### src/rtl/seg7_pkg.sv
// Shared 7-segment display definitions: segment codes, scan FSM states,
// digit indices and the 3-digit BCD payload.
package seg7_pkg;

   // Segment codes, bit order {g,f,e,d,c,b,a}, active-high
   localparam logic [6:0] SEG_0    = 7'h3F;
   localparam logic [6:0] SEG_1    = 7'h06;
   localparam logic [6:0] SEG_2    = 7'h5B;
   localparam logic [6:0] SEG_3    = 7'h4F;
   localparam logic [6:0] SEG_4    = 7'h66;
   localparam logic [6:0] SEG_5    = 7'h6D;
   localparam logic [6:0] SEG_6    = 7'h7D;
   localparam logic [6:0] SEG_7    = 7'h07;
   localparam logic [6:0] SEG_8    = 7'h7F;
   localparam logic [6:0] SEG_9    = 7'h6F;
   localparam logic [6:0] SEG_DASH = 7'h40;
   localparam logic [6:0] SEG_OFF  = 7'h00;

   typedef enum logic [1:0] {
      ST_IDLE  = 2'd0,
      ST_BLANK = 2'd1,
      ST_SHOW  = 2'd2
   } scan_state_e;

   typedef logic [1:0] dig_idx_t;
   localparam dig_idx_t DIG_U = 2'd0;
   localparam dig_idx_t DIG_T = 2'd1;
   localparam dig_idx_t DIG_H = 2'd2;

   // Three BCD digits as delivered by the counter core
   typedef struct packed {
      logic [3:0] hun;
      logic [3:0] ten;
      logic [3:0] uni;
   } bcd3_t;

endpackage

### src/rtl/bcd_scan_driver_if.sv
// Display bus between the counter core (master) and the scan driver (slave).
//   en         : scan enable
//   digits_i   : three BCD digits {hun, ten, uni}
//   seg_out    : shared segment bus {g..a}
//   digit_sel  : one-hot digit enable, bit0 = units
//   frame_tick : end-of-frame pulse
interface bcd_scan_driver_if;
   logic                en;
   seg7_pkg::bcd3_t     digits_i;
   logic [6:0]          seg_out;
   logic [2:0]          digit_sel;
   logic                frame_tick;

   modport master (output en, digits_i, input seg_out, digit_sel, frame_tick);
   modport slave  (input en, digits_i, output seg_out, digit_sel, frame_tick);
endinterface

### src/rtl/seg7_decode.sv
// Combinational nibble to 7-segment decoder with blank override.
//   nibble_i : 4-bit value, 0-9 decode to digits, A-F to a dash
//   blank_i  : forces all segments off
//   seg_o_c  : segments {g..a}, active-high, combinational
module seg7_decode
   import seg7_pkg::*;
(
   input  logic [3:0] nibble_i,
   input  logic       blank_i,
   output logic [6:0] seg_o_c
);

   always_comb begin
      seg_o_c = SEG_DASH;
      if (blank_i) begin
         seg_o_c = SEG_OFF;
      end else begin
         case (nibble_i)
            4'd0:    seg_o_c = SEG_0;
            4'd1:    seg_o_c = SEG_1;
            4'd2:    seg_o_c = SEG_2;
            4'd3:    seg_o_c = SEG_3;
            4'd4:    seg_o_c = SEG_4;
            4'd5:    seg_o_c = SEG_5;
            4'd6:    seg_o_c = SEG_6;
            4'd7:    seg_o_c = SEG_7;
            4'd8:    seg_o_c = SEG_8;
            4'd9:    seg_o_c = SEG_9;
            default: seg_o_c = SEG_DASH;
         endcase
      end
   end

endmodule

### src/rtl/bcd_scan_driver.sv
// Time-multiplexes three BCD digits onto one 7-segment bus with dead-time,
// per-frame snapshot and leading-zero blanking.
//   clk, rst_n : clock, async active-low reset
//   bus.slave  : en/digits_i in; seg_out/digit_sel/frame_tick out (registered)
module bcd_scan_driver
   import seg7_pkg::*;
#(
   parameter int unsigned PRESCALE     = 1000,
   parameter int unsigned BLANK_CYCLES = 16,
   parameter bit          LZ_BLANK     = 1'b1
)(
   input  logic               clk,
   input  logic               rst_n,
   bcd_scan_driver_if.slave   bus
);

   localparam int unsigned CNT_W = $clog2(PRESCALE);
   localparam logic [CNT_W-1:0] CNT_BLANK_LAST = CNT_W'(BLANK_CYCLES - 1);
   localparam logic [CNT_W-1:0] CNT_SLOT_LAST  = CNT_W'(PRESCALE - 1);

   scan_state_e       state_q, state_d;
   dig_idx_t          idx_q,   idx_d;
   logic [CNT_W-1:0]  cnt_q,   cnt_d;
   bcd3_t             snap_q,  snap_d;
   logic [6:0]        seg_q,   seg_d;
   logic [2:0]        sel_q,   sel_d;
   logic              tick_q,  tick_d;

   logic [3:0]        nib_c;
   logic              blank_c;
   logic [6:0]        dec_seg_c;

   // Select the current slot's nibble and apply leading-zero suppression
   always_comb begin
      nib_c   = snap_q.uni;
      blank_c = 1'b0;
      case (idx_q)
         DIG_T: begin
            nib_c   = snap_q.ten;
            blank_c = LZ_BLANK && (snap_q.hun == 4'd0) && (snap_q.ten == 4'd0);
         end
         DIG_H: begin
            nib_c   = snap_q.hun;
            blank_c = LZ_BLANK && (snap_q.hun == 4'd0);
         end
         default: begin
            nib_c   = snap_q.uni;
            blank_c = 1'b0;
         end
      endcase
   end

   seg7_decode u_dec (
      .nibble_i (nib_c),
      .blank_i  (blank_c),
      .seg_o_c  (dec_seg_c)
   );

   // Next-state and registered-output logic. The counter runs 0..PRESCALE-1
   // across a whole slot; BLANK covers the first BLANK_CYCLES counts.
   always_comb begin
      state_d = state_q;
      idx_d   = idx_q;
      cnt_d   = cnt_q;
      snap_d  = snap_q;
      seg_d   = seg_q;
      sel_d   = 3'b000;
      tick_d  = 1'b0;

      if (!bus.en) begin
         state_d = ST_IDLE;
         idx_d   = DIG_U;
         cnt_d   = '0;
         seg_d   = SEG_OFF;
      end else begin
         case (state_q)
            ST_IDLE: begin
               state_d = ST_BLANK;
               idx_d   = DIG_U;
               cnt_d   = '0;
               snap_d  = bus.digits_i;
            end
            ST_BLANK: begin
               cnt_d = cnt_q + CNT_W'(1);
               // Segments change one edge after digit_sel falls, so the two
               // never switch together
               if (cnt_q == '0) seg_d = dec_seg_c;
               if (cnt_q == CNT_BLANK_LAST) begin
                  state_d = ST_SHOW;
                  sel_d   = 3'b001 << idx_q;
               end
            end
            ST_SHOW: begin
               if (cnt_q == CNT_SLOT_LAST) begin
                  state_d = ST_BLANK;
                  cnt_d   = '0;
                  if (idx_q == DIG_H) begin
                     idx_d  = DIG_U;
                     snap_d = bus.digits_i;
                  end else begin
                     idx_d = idx_q + 2'd1;
                  end
               end else begin
                  cnt_d = cnt_q + CNT_W'(1);
                  sel_d = 3'b001 << idx_q;
               end
            end
            default: begin
               state_d = ST_IDLE;
               idx_d   = DIG_U;
               cnt_d   = '0;
               seg_d   = SEG_OFF;
            end
         endcase
      end

      tick_d = (state_d == ST_SHOW) && (idx_d == DIG_H) && (cnt_d == CNT_SLOT_LAST);
   end

   always_ff @(posedge clk or negedge rst_n) begin
      if (!rst_n) begin
         state_q <= ST_IDLE;
         idx_q   <= DIG_U;
         cnt_q   <= '0;
         snap_q  <= '0;
         seg_q   <= SEG_OFF;
         sel_q   <= 3'b000;
         tick_q  <= 1'b0;
      end else begin
         state_q <= state_d;
         idx_q   <= idx_d;
         cnt_q   <= cnt_d;
         snap_q  <= snap_d;
         seg_q   <= seg_d;
         sel_q   <= sel_d;
         tick_q  <= tick_d;
      end
   end

   assign bus.seg_out    = seg_q;
   assign bus.digit_sel  = sel_q;
   assign bus.frame_tick = tick_q;

endmodule
### src/flat_wrapper.sv
// flat-port wrapper written by rule: the top's interface ports become plain ports
module bcd_scan_driver_flat import seg7_pkg::*;
#(
   parameter int unsigned PRESCALE     = 1000,
   parameter int unsigned BLANK_CYCLES = 16,
   parameter bit          LZ_BLANK     = 1'b1
)
  (clk, rst_n, bus_en, bus_digits_i, bus_seg_out, bus_digit_sel, bus_frame_tick);
  bcd_scan_driver_if bus_i ();
  input  logic clk;
  input  logic rst_n;
  input wire logic [$bits(bus_i.en)-1:0] bus_en;
  input wire logic [$bits(bus_i.digits_i)-1:0] bus_digits_i;
  output wire logic [$bits(bus_i.seg_out)-1:0] bus_seg_out;
  output wire logic [$bits(bus_i.digit_sel)-1:0] bus_digit_sel;
  output wire logic [$bits(bus_i.frame_tick)-1:0] bus_frame_tick;
  assign bus_i.en = bus_en;
  assign bus_i.digits_i = bus_digits_i;
  assign bus_seg_out = bus_i.seg_out;
  assign bus_digit_sel = bus_i.digit_sel;
  assign bus_frame_tick = bus_i.frame_tick;
  bcd_scan_driver #(.PRESCALE(PRESCALE), .BLANK_CYCLES(BLANK_CYCLES), .LZ_BLANK(LZ_BLANK)) u_core (.clk(clk), .rst_n(rst_n), .bus(bus_i));
endmodule
### config.mk
export PLATFORM = sky130hd
export DESIGN_NAME = bcd_scan_driver_flat
export DESIGN_NICKNAME = d
export VERILOG_FILES = /design/src/rtl/seg7_pkg.sv /design/src/rtl/bcd_scan_driver_if.sv /design/src/rtl/seg7_decode.sv /design/src/rtl/bcd_scan_driver.sv /design/src/flat_wrapper.sv
export SDC_FILE = /design/constraint.sdc
export NUM_CORES = 1
export LEC_CHECK = 0
export CORE_ASPECT_RATIO = 1.25
export CORE_MARGIN = 2
export CORE_UTILIZATION = 45
export CTS_BUF_LIST = sky130_fd_sc_hd__clkbuf_2 sky130_fd_sc_hd__clkbuf_4 sky130_fd_sc_hd__clkbuf_8
export CTS_CLUSTER_DIAMETER = 60
export DETAILED_ROUTE_END_ITERATION = 16
export GPL_ROUTABILITY_DRIVEN = 0
export GPL_TIMING_DRIVEN = 0
export PLACE_DENSITY = 0.7
export SLEW_MARGIN = 10
export SYNTH_ARGS = -nofsm -noshare
export SYNTH_HDL_FRONTEND = slang
export SYNTH_SLANG_ARGS = --single-unit
### constraint.sdc
create_clock -name clk -period 2.1 [get_ports clk]
set_input_delay 0.42 -clock clk [delete_from_list [all_inputs] [get_ports clk]]
set_output_delay 0.42 -clock clk [all_outputs]
set_load 0.02 [all_outputs]
# After elaboration in Yosys (flattened, before gate mapping)
# Memories as Yosys holds them, arrays and structs flattened.
# Cells that the tools add are included.
dict set report classes {
  eq_ne 13
  addsub 2
  reduce_logical 11
  shifts 1
  n_mux 24
}
# cell n
set op_table {}
lappend op_table {{2-to-1 mux 12 bit} 2}
lappend op_table {{one-hot mux 12 bit (2 select lines)} 1}
lappend op_table {{2-to-1 mux 7 bit} 3}
lappend op_table {{equality test 10 bit (second input constant)} 2}
lappend op_table {{2-to-1 mux 10 bit} 2}
lappend op_table {{one-hot mux 10 bit (2 select lines)} 1}
lappend op_table {{one-hot mux 7 bit (2 select lines)} 1}
lappend op_table {{2-to-1 mux 2 bit} 6}
lappend op_table {{adder 10 x 1 -> 10 bit (second input constant)} 1}
lappend op_table {{equality test 10 x 4 -> 1 bit (second input constant)} 1}
lappend op_table {{logical NOT 10 bit} 1}
lappend op_table {{2-to-1 mux 3 bit} 3}
lappend op_table {{equality test 2 bit (second input constant)} 4}
lappend op_table {{logical NOT 4 bit} 2}
lappend op_table {{one-hot mux 4 bit (2 select lines)} 1}
lappend op_table {{one-hot mux 2 bit (3 select lines)} 1}
lappend op_table {{one-hot mux 3 bit (2 select lines)} 1}
lappend op_table {{equality test 2 x 1 -> 1 bit (second input constant)} 2}
lappend op_table {{inequality test 2 x 1 -> 1 bit (second input constant)} 2}
lappend op_table {{one-hot mux 2 bit (2 select lines)} 1}
lappend op_table {{AND reduction 4 bit} 1}
lappend op_table {{logical AND 1 bit} 3}
lappend op_table {{inequality test 3 x 2 -> 1 bit (second input constant)} 1}
lappend op_table {{left shift 1 x 2 -> 3 bit (first input constant)} 1}
lappend op_table {{other kinds (7)} 7}
dict set report totals {
  elab_cells 61
  rom_bits 112
  memories 1
  inputBits 15
  output_inout_bits 11
  register_bits 37
}
# memory depth width rd rd_ports_with_merged_regs write_ports line_no
set mem_list {}
lappend mem_list {{(name not given)} 16 7 1 0 0 seg7_decode.sv:18} ;# case (nibble_i)

# Depth between registers and ports, before layout
dict set report logic_depth {
  depth_word 8
  ltp_mapped 10
  ltp_nobuf 9
}

# Modules after synthesis
# From an unflattened synthesis, not the netlist that was laid out.
dict set report hier_totals {
  cells_unflattened 206
  hier_area_um2 2100.8
}
# mod instances cells_each seq_area_each_um2 area_per_inst_um2
set modules_own_cells {}
lappend modules_own_cells {bcd_scan_driver 1 172 925.9 1890.6}
lappend modules_own_cells {seg7_decode 1 34 0.0 210.2}

# Worst setup path before layout
# No wires, ideal clock.
dict set report synth_timing {
  path_kind {reg-to-reg}
  start {register u_core.idx_q[0]}
  end {register u_core.seg_q[0], in the netlist u_core.bus.seg_out[0]}
  path_slack_ns -0.012
  n_path_buf 1
  path_stages_with_launch 10
  required_time_ns 2.017
  arrival_ns 2.029
  setup_ns 0.083
  period_less_slack_ns 2.112
  path_cell_list {dfrtp_1 inv_1 ha_1 clkbuf_1 mux2i_1 inv_1 ha_1 o21ai_0 nor2_1 o21ai_0}
}
dict set report synth_between {
  elab_chain_cells 7
  elab_cells_between_ends 9
  cone_classes {2 x eq/ne; 6 x mux; 1 x memory}
}
# item line_no
set synth_rtl {}
lappend synth_rtl {{start, declared} bcd_scan_driver.sv:22} ;# dig_idx_t idx_q, idx_d;
lappend synth_rtl {{start signal, assigned} bcd_scan_driver.sv:131} ;# idx_q <= idx_d;
lappend synth_rtl {{equality test 2 bit / equality test 2 x 1 -> 1 bit (equally long branches)} bcd_scan_driver.sv:37} ;# case (idx_q)
lappend synth_rtl {{one-hot mux 4 bit (2 select lines)} bcd_scan_driver.sv:37}
lappend synth_rtl {{memory (16 x 7 bit)} --}
lappend synth_rtl {{2-to-1 mux 7 bit *} seg7_decode.sv:15} ;# if (blank_i) begin
lappend synth_rtl {{2-to-1 mux 7 bit *} bcd_scan_driver.sv:87} ;# if (cnt_q == '0) seg_d = dec_seg_c;
lappend synth_rtl {{one-hot mux 7 bit (2 select lines) *} bcd_scan_driver.sv:76} ;# case (state_q)
lappend synth_rtl {{2-to-1 mux 7 bit *} bcd_scan_driver.sv:70} ;# if (!bus.en) begin
lappend synth_rtl {{end signal, assigned} bcd_scan_driver.sv:134} ;# seg_q <= seg_d;
lappend synth_rtl {{end, declared} bcd_scan_driver.sv:25} ;# logic [6:0] seg_q, seg_d;
# Every way passes the cells marked *; elsewhere a longest branch is shown, timed or not. The select of a mux whose other input is x is not followed.
# A chain may end at the register's enable or synchronous reset.

# Worst setup path in the final report
dict set report layout_timing {
  start {register u_core.cnt_q[0]}
  end {register u_core.snap_q[7] in the netlist's numbering}
}
dict set report layout_between {
  elab_chain_cells 3
}
# item line_no
set layout_rtl {}
lappend layout_rtl {{start, declared} bcd_scan_driver.sv:23} ;# logic [CNT_W-1:0] cnt_q, cnt_d;
lappend layout_rtl {{start signal, assigned} bcd_scan_driver.sv:132} ;# cnt_q <= cnt_d;
lappend layout_rtl {{equality test 10 bit} bcd_scan_driver.sv:94} ;# if (cnt_q == CNT_SLOT_LAST) begin
lappend layout_rtl {{inequality test 2 x 1 -> 1 bit (no source line)} --}
lappend layout_rtl {{AND reduction 4 bit (no source line)} --}
lappend layout_rtl {{end signal, assigned} bcd_scan_driver.sv:133} ;# snap_q <= snap_d;
lappend layout_rtl {{end, declared} bcd_scan_driver.sv:24} ;# bcd3_t snap_q, snap_d;
# Every way passes these cells.

==> impl_metrics.json <==
{
  "cap_violations": 0,
  "slew_violations": 0,
  "p_seq_share_pct": 50.2,
  "root_buffer": "clkbuf_8",
  "synth_cell_types": 54,
  "htree_levels": 2,
  "relSlewSlack_pct": 71.3,
  "synth_top_family_by_area": "simple AND/OR/NAND/NOR gates",
  "dpl.hpwl_um": 3420,
  "p_comb_share_pct": 17.3,
  "crit_cells": 7,
  "fin_crit_ps": 2010,
  "endpoint_kind": "flop",
  "ys_top_cells_by_count": "dfrtp_1 (37), nor2_1 (24), ha_1 (16)",
  "rrSetupSlack_ps": 90,
  "cts_tree": "built",
  "clock_skew_ps": 7.25,
  "yosysTopAreaCell": "dfrtp_1",
  "firstDrtPassIters": 4,
  "p_clk_share_pct": 32.5,
  "antenna_found_initial": 0,
  "viasPerCell": 5.37,
  "clock_sinks": 37,
  "synth-xor-area-share_pct": 3.56,
  "peakVddDrop_uv": 311,
  "yosysWarnings": 0,
  "p_sw_mw": 0.411,
  "reg2reg_depth": 7,
  "async_flop_share_pct": 100,
  "ys.flop_type": "dfrtp_1",
  "layout.cells.non_filler": 304,
  "die_h_um": 82.5,
  "n_antenna_cell": 0,
  "clk_latency_ps": 290,
  "p_int_mw": 1.18,
  "synth-edff-count": 0,
  "grt_pass1_wl_um": 7380,
  "switching_share_pct": 25.9,
  "vias": 1633,
  "dp_cells": 295,
  "final_cell_area_um2": 2740,
  "ant_nets": 0,
  "crit_type": "flop to flop",
  "synth_fp_nets": 240,
  "status": "completed",
  "path_buf_inv": 1,
  "start_util_pct": 46.9,
  "drt_iter0_drc": 72,
  "grt_overflow": 0,
  "synth_compound_area_share_pct": 12.6,
  "path_cells": "ha_4, nand4b_1, nor3_4, and3_4, o21ai_4, buf_12, mux2_4",
  "drive_above_1_share_pct": 21.7,
  "fin_nets": 275,
  "tns_ps": 0,
  "setup_ws_ps": 93.7,
  "synth-simple-area-share_pct": 17.8,
  "dieArea_um2": 5510,
  "synth_area_leaders": "dfrtp_1 (42%), ha_1 (9.0%), mux2_4 (6.8%)",
  "syn_inst": 209,
  "crit_path_top_delay_cell": "dfrtp_2",
  "hold_class": "primary input to async pin",
  "yosys.cell_count.top_type": "dfrtp_1",
  "cp-start-kind": "flop",
  "synth_top_area_share_pct": 41.8,
  "placed_cell_area_um2": 2560,
  "syn-cell-area_um2": 2220,
  "io_buffers": 25,
  "rows": 28,
  "muxShareOfSynthArea_pct": 10.1,
  "n_fill_cell": 415,
  "leakage_nw": 1.17,
  "grtUsageTotal_pct": 18.1,
  "clock_path_buffers": 2,
  "tritoncts.num_buffers": 5,
  "max_slew.worst_pin.slew_ps": 418,
  "fmax_mhz": 498,
  "setup_viol": 0,
  "slowest_delay_ps": 450,
  "hold_buffers": 0,
  "hold_violations": 0,
  "synth_adder_area_share_pct": 9.03,
  "fin_crit_sh_pct": 95.5,
  "grt_max_degree": 26,
  "wl_um": 4560,
  "drc": 0,
  "syn_area_per_cell_um2": 10.6,
  "arrival_ps": 2180,
  "clk_pin_slew_worst_paths_ps": 70,
  "crit_required_ps": 2270,
  "synth-seq-cells": 37,
  "grt_pass1_vias": 1529,
  "place_ws_ps": -362,
  "pin_count": 26,
  "pwr_density_cell_nw_per_um2": 579,
  "flow.area_growth_from_synthesis_pct": 23.5,
  "cp_max_fo": 10,
  "core-area_um2": 4730,
  "power.total_mw": 1.59,
  "die_x_um": 66.8,
  "rsz0062_at_grt": "yes",
  "seq_area_frac_synth_pct": 41.8,
  "crit_family": "simple AND/OR/NAND/NOR gates",
  "wl_per_cell_um": 15.0
}
state kept, by name (all words and copies together), names as in the netlist:
signal	cells
u_core.bus.digit_sel	3
u_core.bus.frame_tick	1
u_core.bus.seg_out	7
u_core.cnt_q	10
u_core.idx_q	2
u_core.snap_q	12
u_core.state_q	2
power groups by stage:
stage,clock network [mW],logic (mW),registers [mW]
6_report,0.515,0.275,0.796
4_1_cts,0.525,0.271,0.795
3_5_place_dp,0,0.266,0.808
5_1_grt,0.561,0.304,0.802
3_3_place_gp,0,0.256,0.808
2_1_floorplan,0,0.167,0.805
path summary, 6_finish.rpt:
path / from / end
setup / recovery: u_core.cnt_q[0] / u_core.snap_q[7]
hold / removal: rst_n / u_core.state_q[1]
setup reg to reg: u_core.cnt_q[0] / u_core.snap_q[7]
hold reg to reg: u_core.bus.seg_out[5] / u_core.bus.seg_out[5]
max in group asynchronous: rst_n / u_core.cnt_q[1]
min in group clk: u_core.bus.seg_out[5] / u_core.bus.seg_out[5]
cell type report:
| class | count | area (um^2) | share of cell area [%] |
|---|---|---|---|
| Buffer | 7 | 61.3 | 2.24 |
| Tap cell | 60 | 75.1 | 2.74 |
| Sequential cell | 37 | 931 | 34.0 |
| Timing Repair Buffer | 29 | 288 | 10.5 |
| Inverter | 13 | 48.8 | 1.78 |
| Multi-Input combinational cell | 151 | 1240 | 45.4 |
| Clock buffer | 7 | 90.1 | 3.29 |
what timing repair did:
action,in CTS,in global routing
buffers inserted,0,3
pin swaps,0,2
resized for setup,7,12
endpoints found under the setup margin,18,18
kinds of logic (layout without fill, tap and decap cells):
| group | Yosys count | count (layout) |
|---|---|---|
| AO/OA/AOI/OAI | 39 | 39 |
| XOR/XNOR | 9 | 9 |
| adder cells (fa/ha/maj) | 16 | 16 |
| buffers and inverters | 21 | 56 |
| flip-flops | 37 | 37 |
| multiplexers | 17 | 17 |
| AND/OR/NAND/NOR | 70 | 70 |
per-stage QoR:
stage	hold WS, ps	utilization, %
after floorplan	124	-
after global placement	462	53.8
after detailed placement	334	54.2
after CTS	22.7	56.4
after global routing	30.5	57.9
final	12.6	57.9
worst reg2reg max path, delay by kind of cell (launching register included):
family          cells  cell delay [ps]
mux                 1              300
compound gates      1               70
simple gates        3              700
flops               1              450
fa+ha+maj           1              200
buf+inv             1              170
cells in the final DEF, fill, tap and decap left out, types with 3 or more instances in the layout:
master	netlist	layout
nand2_1	13	13
nor2_1	24	24
mux2i_1	4	3
a21o_1	3	3
mux2_2	3	3
buf_4	2	5
and2_1	4	4
a21oi_1	7	6
nand3_1	4	4
nor3_1	4	4
xnor2_1	5	5
ha_4	0	4
dfrtp_2	0	4
clkdlybuf4s50_1	0	24
ha_1	16	12
o21ai_1	2	4
clkbuf_8	0	6
xor2_1	4	4
buf_2	3	4
a22o_1	5	5
dfrtp_1	37	33
inv_1	13	11
o21ai_0	7	5
a22oi_1	3	3
mux2_4	10	10
per-layer routing:
layer  track usage (%)  vias to the layer above  part of all wire [%]
li1                  -                      811                     -
met1              21.2                      794                    43
met2              32.0                       24                    53
met3              4.61                        4                   2.8
met4              6.33                        0                   1.1
met5                 0                        -                     0
Power figures use the tool's default switching activity.
